--- config.mk ---
export PLATFORM = sky130hd
export DESIGN_NAME = stopwatch_seq_ctrl
export DESIGN_NICKNAME = d
export VERILOG_FILES = /design/src/rtl/stopwatch_seq_ctrl.sv
export SDC_FILE = /design/constraint.sdc
export NUM_CORES = 1
export LEC_CHECK = 0
export CAP_MARGIN = 5
export CORE_ASPECT_RATIO = 1.5
export CORE_MARGIN = 2
export CORE_UTILIZATION = 53
export CTS_CLUSTER_SIZE = 24
export DETAILED_ROUTE_END_ITERATION = 8
export PLACE_DENSITY = 0.8
export SKIP_LAST_GASP = 1
export SLEW_MARGIN = 20
export SYNTH_ARGS = -nofsm -noshare
export SYNTH_HDL_FRONTEND = slang
export SYNTH_SLANG_ARGS = --single-unit
export TNS_END_PERCENT = 50
--- constraint.sdc ---
create_clock -name clk -period 2.68 [get_ports clk]
set_clock_uncertainty 0.15 [all_clocks]
set_input_delay 0.536 -clock clk [delete_from_list [all_inputs] [get_ports clk]]
set_output_delay 0.536 -clock clk [all_outputs]
set_load 0.05 [all_outputs]
--- src/rtl/stopwatch_seq_ctrl.sv ---
// ---------------------------------------------------------------------------
// stopwatch_seq_ctrl
//
// Sequencing controller for the stopwatch datapath. It takes debounced key
// pulses and the 1 ms tick and produces a saturating millisecond count, the
// value to show on the display, and a lap capture/hold schedule. Downstream
// logic only has to convert and display t_disp.
//
// Parameters:
//   T_MAX      saturation value of the ms counter (must fit in 20 bits)
//   HOLD_MS    number of ms ticks a captured lap stays on the display
//   LAP_DEPTH  lap history depth (power of two, at most 4 so that it fits
//              lap_count); only used when LAP_FIFO_EN is defined
//
// Configuration macro:
//   LAP_FIFO_EN  defined   -> LAP_DEPTH-entry circular lap history plus the
//                             VIEW state for stepping through it
//                undefined -> a single lap value; VIEW is never entered
//
// Ports:
//   clk        in   system clock
//   rst        in   asynchronous active-high reset
//   time_1ms   in   one-cycle pulse per millisecond
//   key_start  in   run/stop toggle pulse
//   key_lap    in   lap capture / history step pulse
//   key_clr    in   clear pulse
//   t          out  live ms count (20 bits)
//   t_disp     out  value to display: live, lap or history entry (20 bits)
//   running    out  counting is enabled (RUN or HOLD)
//   ovf        out  sticky flag, t has reached T_MAX
//   lap_count  out  number of stored laps (3 bits)
// ---------------------------------------------------------------------------
module stopwatch_seq_ctrl #(
    parameter int T_MAX     = 999999,
    parameter int HOLD_MS   = 2000,
    parameter int LAP_DEPTH = 4
) (
    input  logic        clk,
    input  logic        rst,
    input  logic        time_1ms,
    input  logic        key_start,
    input  logic        key_lap,
    input  logic        key_clr,
    output logic [19:0] t,
    output logic [19:0] t_disp,
    output logic        running,
    output logic        ovf,
    output logic [2:0]  lap_count
);

    typedef enum logic [2:0] {
        IDLE,
        RUN,
        HOLD,
        STOP,
        VIEW
    } state_t;

    localparam int          HW    = (HOLD_MS < 2) ? 1 : $clog2(HOLD_MS + 1);
    localparam logic [19:0] T_SAT = 20'(T_MAX);

    state_t          state;
    state_t          state_n;
    logic [HW-1:0]   hold_cnt;
    logic [HW-1:0]   hold_n;
    logic [19:0]     t_tick;
    logic [19:0]     t_n;
    logic [19:0]     disp_n;
    logic            ovf_n;
    logic            counting;
    logic            do_start;
    logic            do_lap;
    logic            do_clr;
    logic            capture;
    logic            clear_all;

`ifdef LAP_FIFO_EN
    localparam int PW = (LAP_DEPTH > 1) ? $clog2(LAP_DEPTH) : 1;

    logic [19:0]   lap_buf [LAP_DEPTH];
    logic [PW-1:0] wr_ptr;
    logic [2:0]    rd_ptr;
    logic [2:0]    rd_n;
    logic [PW-1:0] oldest_idx;
    logic [PW-1:0] next_idx;

    // When the buffer is full lap_count wraps to 0 in the low bits, so the
    // oldest entry is then the one the write pointer is about to overwrite.
    assign oldest_idx = wr_ptr - lap_count[PW-1:0];
    assign next_idx   = oldest_idx + rd_ptr[PW-1:0] + PW'(1);
`else
    // A zero-depth build stores nothing, otherwise one lap is remembered.
    localparam logic [2:0] SINGLE_LAP_CNT = (LAP_DEPTH >= 1) ? 3'd1 : 3'd0;
`endif

    // Key priority: clear beats start beats lap; losers are dropped.
    assign do_clr   = key_clr;
    assign do_start = key_start & ~key_clr;
    assign do_lap   = key_lap & ~key_start & ~key_clr;

    // The count only advances in RUN/HOLD, which is what makes a tick count
    // on a RUN->STOP press but not on a STOP->RUN press.
    assign counting = (state == RUN) || (state == HOLD);
    assign t_tick   = (counting && time_1ms && (t != T_SAT)) ? t + 20'd1 : t;

    // Next-state, next-output and side-effect decode.
    always_comb begin
        state_n   = state;
        t_n       = t_tick;
        disp_n    = t_tick;
        hold_n    = hold_cnt;
        capture   = 1'b0;
        clear_all = 1'b0;
`ifdef LAP_FIFO_EN
        rd_n      = rd_ptr;
`endif

        case (state)
            IDLE: begin
                if (do_start) begin
                    state_n = RUN;
                end
            end

            RUN: begin
                if (do_start) begin
                    state_n = STOP;
                end else if (do_lap) begin
                    state_n = HOLD;
                    capture = 1'b1;
                    hold_n  = HW'(HOLD_MS);
                end
            end

            HOLD: begin
                // t_disp keeps the captured lap until something changes it.
                disp_n = t_disp;
                if (do_start) begin
                    state_n = STOP;
                    hold_n  = '0;
                    disp_n  = t_tick;
                end else if (do_lap) begin
                    capture = 1'b1;
                    hold_n  = HW'(HOLD_MS);
                    disp_n  = t_tick;
                end else if (time_1ms) begin
                    if (hold_cnt <= HW'(1)) begin
                        state_n = RUN;
                        hold_n  = '0;
                        disp_n  = t_tick;
                    end else begin
                        hold_n = hold_cnt - HW'(1);
                    end
                end
            end

            STOP: begin
                if (do_clr) begin
                    state_n   = IDLE;
                    clear_all = 1'b1;
                    t_n       = '0;
                    disp_n    = '0;
                end else if (do_start) begin
                    state_n = RUN;
`ifdef LAP_FIFO_EN
                end else if (do_lap && (lap_count != 3'd0)) begin
                    state_n = VIEW;
                    rd_n    = 3'd0;
                    disp_n  = lap_buf[oldest_idx];
`endif
                end
            end

`ifdef LAP_FIFO_EN
            VIEW: begin
                disp_n = t_disp;
                if (do_clr) begin
                    state_n   = IDLE;
                    clear_all = 1'b1;
                    t_n       = '0;
                    disp_n    = '0;
                    rd_n      = 3'd0;
                end else if (do_start) begin
                    state_n = RUN;
                    rd_n    = 3'd0;
                    disp_n  = t_tick;
                end else if (do_lap) begin
                    if ((rd_ptr + 3'd1) >= lap_count) begin
                        state_n = STOP;
                        rd_n    = 3'd0;
                        disp_n  = t_tick;
                    end else begin
                        rd_n   = rd_ptr + 3'd1;
                        disp_n = lap_buf[next_idx];
                    end
                end
            end
`endif

            default: begin
                state_n = IDLE;
                t_n     = '0;
                disp_n  = '0;
            end
        endcase

        ovf_n = clear_all ? 1'b0 : (ovf | (t_n == T_SAT));
    end

    // State and registered outputs; lap storage updates on capture/clear.
    always_ff @(posedge clk or posedge rst) begin
        if (rst) begin
            state     <= IDLE;
            t         <= '0;
            t_disp    <= '0;
            running   <= 1'b0;
            ovf       <= 1'b0;
            lap_count <= '0;
            hold_cnt  <= '0;
`ifdef LAP_FIFO_EN
            wr_ptr    <= '0;
            rd_ptr    <= '0;
            for (int i = 0; i < LAP_DEPTH; i++) begin
                lap_buf[i] <= '0;
            end
`endif
        end else begin
            state    <= state_n;
            t        <= t_n;
            t_disp   <= disp_n;
            running  <= (state_n == RUN) || (state_n == HOLD);
            ovf      <= ovf_n;
            hold_cnt <= hold_n;
`ifdef LAP_FIFO_EN
            rd_ptr   <= rd_n;
            if (clear_all) begin
                lap_count <= '0;
                wr_ptr    <= '0;
                for (int i = 0; i < LAP_DEPTH; i++) begin
                    lap_buf[i] <= '0;
                end
            end else if (capture) begin
                lap_buf[wr_ptr] <= t_tick;
                wr_ptr          <= wr_ptr + PW'(1);
                if (lap_count != 3'(LAP_DEPTH)) begin
                    lap_count <= lap_count + 3'd1;
                end
            end
`else
            // The single lap value itself lives in t_disp while in HOLD.
            if (clear_all) begin
                lap_count <= '0;
            end else if (capture) begin
                lap_count <= SINGLE_LAP_CNT;
            end
`endif
        end
    end

endmodule
# Yosys cells after proc, flatten, opt, wreduce, memory -nomap -nowiden
# Index checks and enable logic that the tools add are counted.
totals:
  reg_bits: 59
  inputBits: 6
  output_inout_bits: 45
  wordCells: 71
op_classes:
  n_addsub: 2
  n_lt_le_gt_ge: 1
  eq_ne: 11
  mux: 32
  bitwise_logic: 6
  reduce_logical: 12
op_table:
  columns: ["cell", "n"]
  rows:
  - ["20-bit two-way mux", 6]
  - ["11-bit two-way mux", 6]
  - ["20-bit case mux with 3 select lines", 1]
  - ["20-bit case mux with 2 select lines", 1]
  - ["3-bit two-way mux", 10]
  - ["11-bit case mux with 2 select lines", 1]
  - ["20-bit by 1-bit adder with 20-bit output (second input constant)", 1]
  - ["20-bit equality test (second input constant)", 1]
  - ["20-bit inequality test (second input constant)", 1]
  - ["3-bit case mux with 4 select lines", 1]
  - ["11-bit by 1-bit less-or-equal comparator with 1-bit output (second input constant)", 1]
  - ["11-bit by 1-bit subtractor with 11-bit output (second input constant)", 1]
  - ["3-bit by 2-bit equality test with 1-bit output (second input constant)", 3]
  - ["3-bit by 1-bit equality test with 1-bit output (second input constant)", 2]
  - ["1-bit two-way mux", 6]
  - ["2-bit inequality test (second input constant)", 2]
  - ["4-bit by 3-bit inequality test with 1-bit output (second input constant)", 1]
  - ["4-bit inequality test (second input constant)", 1]
  - ["4-bit AND reduction", 1]
  - ["2-bit nonzero test", 2]
  - ["2-bit OR reduction", 2]
  - ["1-bit AND", 3]
  - ["3-bit zero test", 1]
  - ["3-bit OR reduction", 1]
  - ["other kinds (5)", 8]

# Depth between registers and ports, before layout
depth:
  word_depth: 10
  ltp_mapped: 9
  ltp_nobuf: 8

# Worst setup path after synthesis
# OpenSTA, ideal clock, no wires.
synth_path:
  path_type: "reg-to-reg"
  startpoint: "register t[0]"
  endpoint: "register ovf"
  setup_ns: 0.065
  arrival_ns: 2.422
  required_ns: 2.465
  slack_ns: 0.043
  path_stages_with_launch: 10
  n_path_buf: 1
  synth_period_minus_slack_ns: 2.637
  path_cell_list: "dfrtp_1 ha_1 and2_1 buf_6 a41o_1 a2111oi_0 o31a_1 nand4_1 nor4_2 a31o_1"
synth_between:
  elab_chain_cells: 8
  elab_cells_between_ends: 9
  classes_between: "1 x add/sub; 2 x eq/ne; 4 x mux; 1 x bitwise; 1 x reduce/logical"
synth_rtl:
  columns: ["item", "line", "text"]
  rows:
  - ["from (decl)", "44", "output logic [19:0] t,"]
  - ["from (signal assigned)", "229", "t <= t_n;"]
  - ["branches (longest 2 deep; another with 20-bit by 1-bit adder with 20-bit output)", null, null]
  - ["20-bit two-way mux (*)", "104", "assign t_tick = (counting && time_1ms && (t != T_SAT)) ? t + 20'd1 : t;"]
  - ["20-bit two-way mux", "158", "if (do_clr) begin"]
  - ["20-bit case mux with 2 select lines (*)", "118", "case (state)"]
  - ["20-bit equality test (*)", "207", "ovf_n = clear_all ? 1'b0 : (ovf | (t_n == T_SAT));"]
  - ["1-bit OR (*)", "207", null]
  - ["1-bit two-way mux (*)", "207", null]
  - ["via ovf_n", "69", "logic ovf_n;"]
  - ["to (signal assigned)", "232", "ovf <= ovf_n;"]
  - ["to (decl)", "47", "output logic ovf,"]
# Mark *: on every way through the listed nets, which the timed path passes.
# A chain may end at the register's enable or synchronous reset.

# Worst setup path in the final report
layout_path:
  startpoint: "input port time_1ms"
  endpoint: "register ovf"
layout_between:
  elab_chain_cells: 8
layout_rtl:
  columns: ["item", "line", "text"]
  rows:
  - ["from (decl)", "40", "input logic time_1ms,"]
  - ["1-bit logical AND (*) (2 in series)", "104", null]
  - ["20-bit two-way mux (*)", "104", null]
  - ["20-bit two-way mux", "158", null]
  - ["20-bit case mux with 2 select lines (*)", "118", null]
  - ["20-bit equality test (*)", "207", null]
  - ["1-bit OR (*)", "207", null]
  - ["1-bit two-way mux (*)", "207", null]
  - ["via ovf_n", "69", null]
# Mark *: on every way through the listed nets, which the timed path passes. The rest lies on a longest branch.

==> reports/results.ini <==
[timing]
max_freq_ghz=0.385
finalSetupViolCount=0
min_period_over_period=0.969
final_max_slew_viol_count=0
relSlewSlack=0.576
final.min_clock_period_ns=2.60
worst_pin_slew_ns=0.619
hold_violations=0
setup_ws_ns=0.0828
rsz0062_at_grt=false

[detailed_routing]
vias_per_cell=5.63
drt_first_pass_iters=4
vias=2556
totalWireLength_um=7290
drtIter0Drc=88
drc=0
wl_per_cell_um=16.1
ant_nets=0

[worst_hold_path]
hold_class=register to register

[critical_path]
crit_path_end_kind=register
startpoint_type=primary input
r2r-end=ovf$_DFF_PP0_
r2r_start=t[10]$_DFF_PP0_
crit_end=ovf$_DFF_PP0_
path_max_fanout=7
cp.required_ns=2.81
path_class=primary input to register
startpoint=time_1ms
reg2reg_depth=7
r2r_slack_ns=0.12
cp.arrival_ns=2.73

[pwr]
p_leak_nw=1.75
p_total_mw=2.04
p_per_area_nw_per_um2=511
vdd_ir_drop_max_mv=0.452

[synthesis]
synth.area.top_cells=dfrtp_1 47%, nor2_1 5.1%, mux2_2 4.5%
synth_seq_cells=57
yosysTopAreaCell=dfrtp_1
yosys_warnings=0
synth_cell_types=60
yosysSeqAreaShare=0.471
async_flop_share=1.00
synth-edff-count=0
syn_inst=302
synth.avg_cell_area_um2=10.0
synth_ff_type=dfrtp_1
synth_top_area_frac=0.471
synth_area_um2=3030

[grt]
grt_pass1_vias=2572
grt_overflow_total=0
grt_usage=0.248
antenna_found_initial=0
grt_pass1_wl_um=12200
grt_max_degree=25

[clock_network]
numCtsBuffers=9
cts_tree=done
cts_buffer_depth=2
root_buffer=clkbuf_8
postCtsHoldBufs=0
worstSkewPairLatency_ns=0.34
htree_levels=3
clock-sinks=57
path_clk_slew_ns=0.07

[cells_and_area]
diodes=0
fin_area_um2=3990
layout_common_cells=56 x dfrtp_1, 48 x clkdlybuf4s50_1, 40 x nor2_1, 30 x buf_4, 25 x nand2_1
drive_gt1_frac=0.203
utilization=0.727
fin_cells=454
area_growth_pct=31.7
nets=388
layout_commonest_cell=dfrtp_1

[die]
die-area_um2=6350
die_w_um=65.7
coreArea_um2=5490
start_util=0.552
num_rows=33
io_pins=51
die_h_um=96.6

[placement]
dp_hpwl_um=5320
pre_cts_ws_ns=-0.125
gp_congestion=0.907
placement.io_buffers=48
dp_cells=436
dpl_cell_area_um2=3740

[job]
cap_violations=0

[outcome]
status=finished, final reports clean

[state kept, by name, indices dropped and copies added (netlist names)]
| signal | count |
|---|---|
| hold_cnt | 11 |
| lap_count | 1 |
| ovf | 1 |
| running | 1 |
| state | 3 |
| t | 20 |
| t_disp | 20 |
[power breakdown]
part | internal [mW] | total (mW) | switching [mW]
clock | 0.503 | 0.854 | 0.351
sequential | 0.901 | 0.942 | 0.0415
combinational | 0.0943 | 0.245 | 0.151
total | 1.50 | 2.04 | 0.543
[how the worst min path moves through the flow]
stage	start	endpoint	slack (ns)	cells after the start
2_1_floorplan	hold_cnt[10]$_DFFE_PP0P_	hold_cnt[10]$_DFFE_PP0P_	0.33	1
3_3_place_gp	t_disp[5]$_DFFE_PP0P_	t_disp[5]$_DFFE_PP0P_	0.32	2
3_5_place_dp	t_disp[1]$_DFFE_PP0P_	t_disp[1]$_DFFE_PP0P_	0.32	2
4_1_cts	t_disp[1]$_DFFE_PP0P_	t_disp[1]$_DFFE_PP0P_	0.33	2
5_1_grt	t_disp[7]$_DFFE_PP0P_	t_disp[7]$_DFFE_PP0P_	0.36	1
6_report	t_disp[1]$_DFFE_PP0P_	t_disp[1]$_DFFE_PP0P_	0.33	2
[what timing repair did]
action	4_1_cts	5_1_grt
gates resized for setup	0	3
setup endpoints to repair	0	1
buffers inserted	0	2
[layer usage]
metal | global-route usage | wire, um | up-vias
met5 | 0 | 0 | -
met4 | 0.0978 | 127 | 0
met3 | 0.0616 | 273 | 13
met2 | 0.430 | 3940 | 64
met1 | 0.283 | 2950 | 1242
li1 | - | - | 1237
[area by class of cell]
cell class | count | area [um^2]
multi-input combinational | 225 | 1510
fill | 428 | 1500
clock inverter | 4 | 50.0
clock buffer | 12 | 165
tap | 70 | 87.6
inverter | 7 | 26.3
timing repair buffer | 79 | 726
sequential | 57 | 1430
[cell families (layout without fill, tap and decap cells)]
kind of cell | after synthesis | count (layout) | share of synthesized area
flip-flops | 57 | 57 | 0.471
buffers and inverters | 22 | 102 | 0.0413
AND/OR/NAND/NOR | 135 | 135 | 0.240
AO/OA/AOI/OAI | 51 | 51 | 0.123
adder cells (fa/ha/maj) | 3 | 3 | 0.0124
other | 1 | 3 | 0.00124
XOR/XNOR | 16 | 16 | 0.0487
multiplexers | 17 | 17 | 0.0623
[through the flow]
| step | hold WS [ns] | setup TNS [ns] |
|---|---|---|
| after floorplan | 0.334 | 0 |
| after global placement | 0.317 | -0.0694 |
| after detailed placement | 0.316 | -0.125 |
| after CTS | 0.331 | 0 |
| after global routing | 0.364 | 0 |
| final | 0.328 | 0 |
[synthesized netlist by cell type (2+ instances only)]
library cell	number
or4_4	2
nor3b_1	3
o22a_1	5
o31ai_1	9
or3_1	2
ha_1	3
buf_6	2
mux2_2	12
a21oi_1	9
buf_2	2
nand2b_1	2
o21ai_1	2
and2_1	4
dfrtp_1	57
a2111oi_0	2
nor2b_1	4
or2_1	2
mux2_1	3
and3_2	3
xnor2_1	7
nor2_1	41
nand2_2	2
nor3_1	12
o21ai_0	7
buf_4	4
mux2i_1	2
a31oi_1	3
and4_1	3
nand2_1	25
nand3b_1	2
inv_1	7
clkbuf_1	6
xor2_1	8
a211oi_1	2
nand3_1	8
and3_1	3
nand4_1	9
[worst max-delay path, stage by stage]
cell             delay, ns
clkdlybuf4s50_1       0.51
nor2b_1               0.18
buf_4                 0.16
and2_1                0.24
a21oi_1               0.14
a311oi_4              0.35
nand2_2               0.10
nor4_4                0.32
a31o_1                0.18
Power figures use the tool's default switching activity.
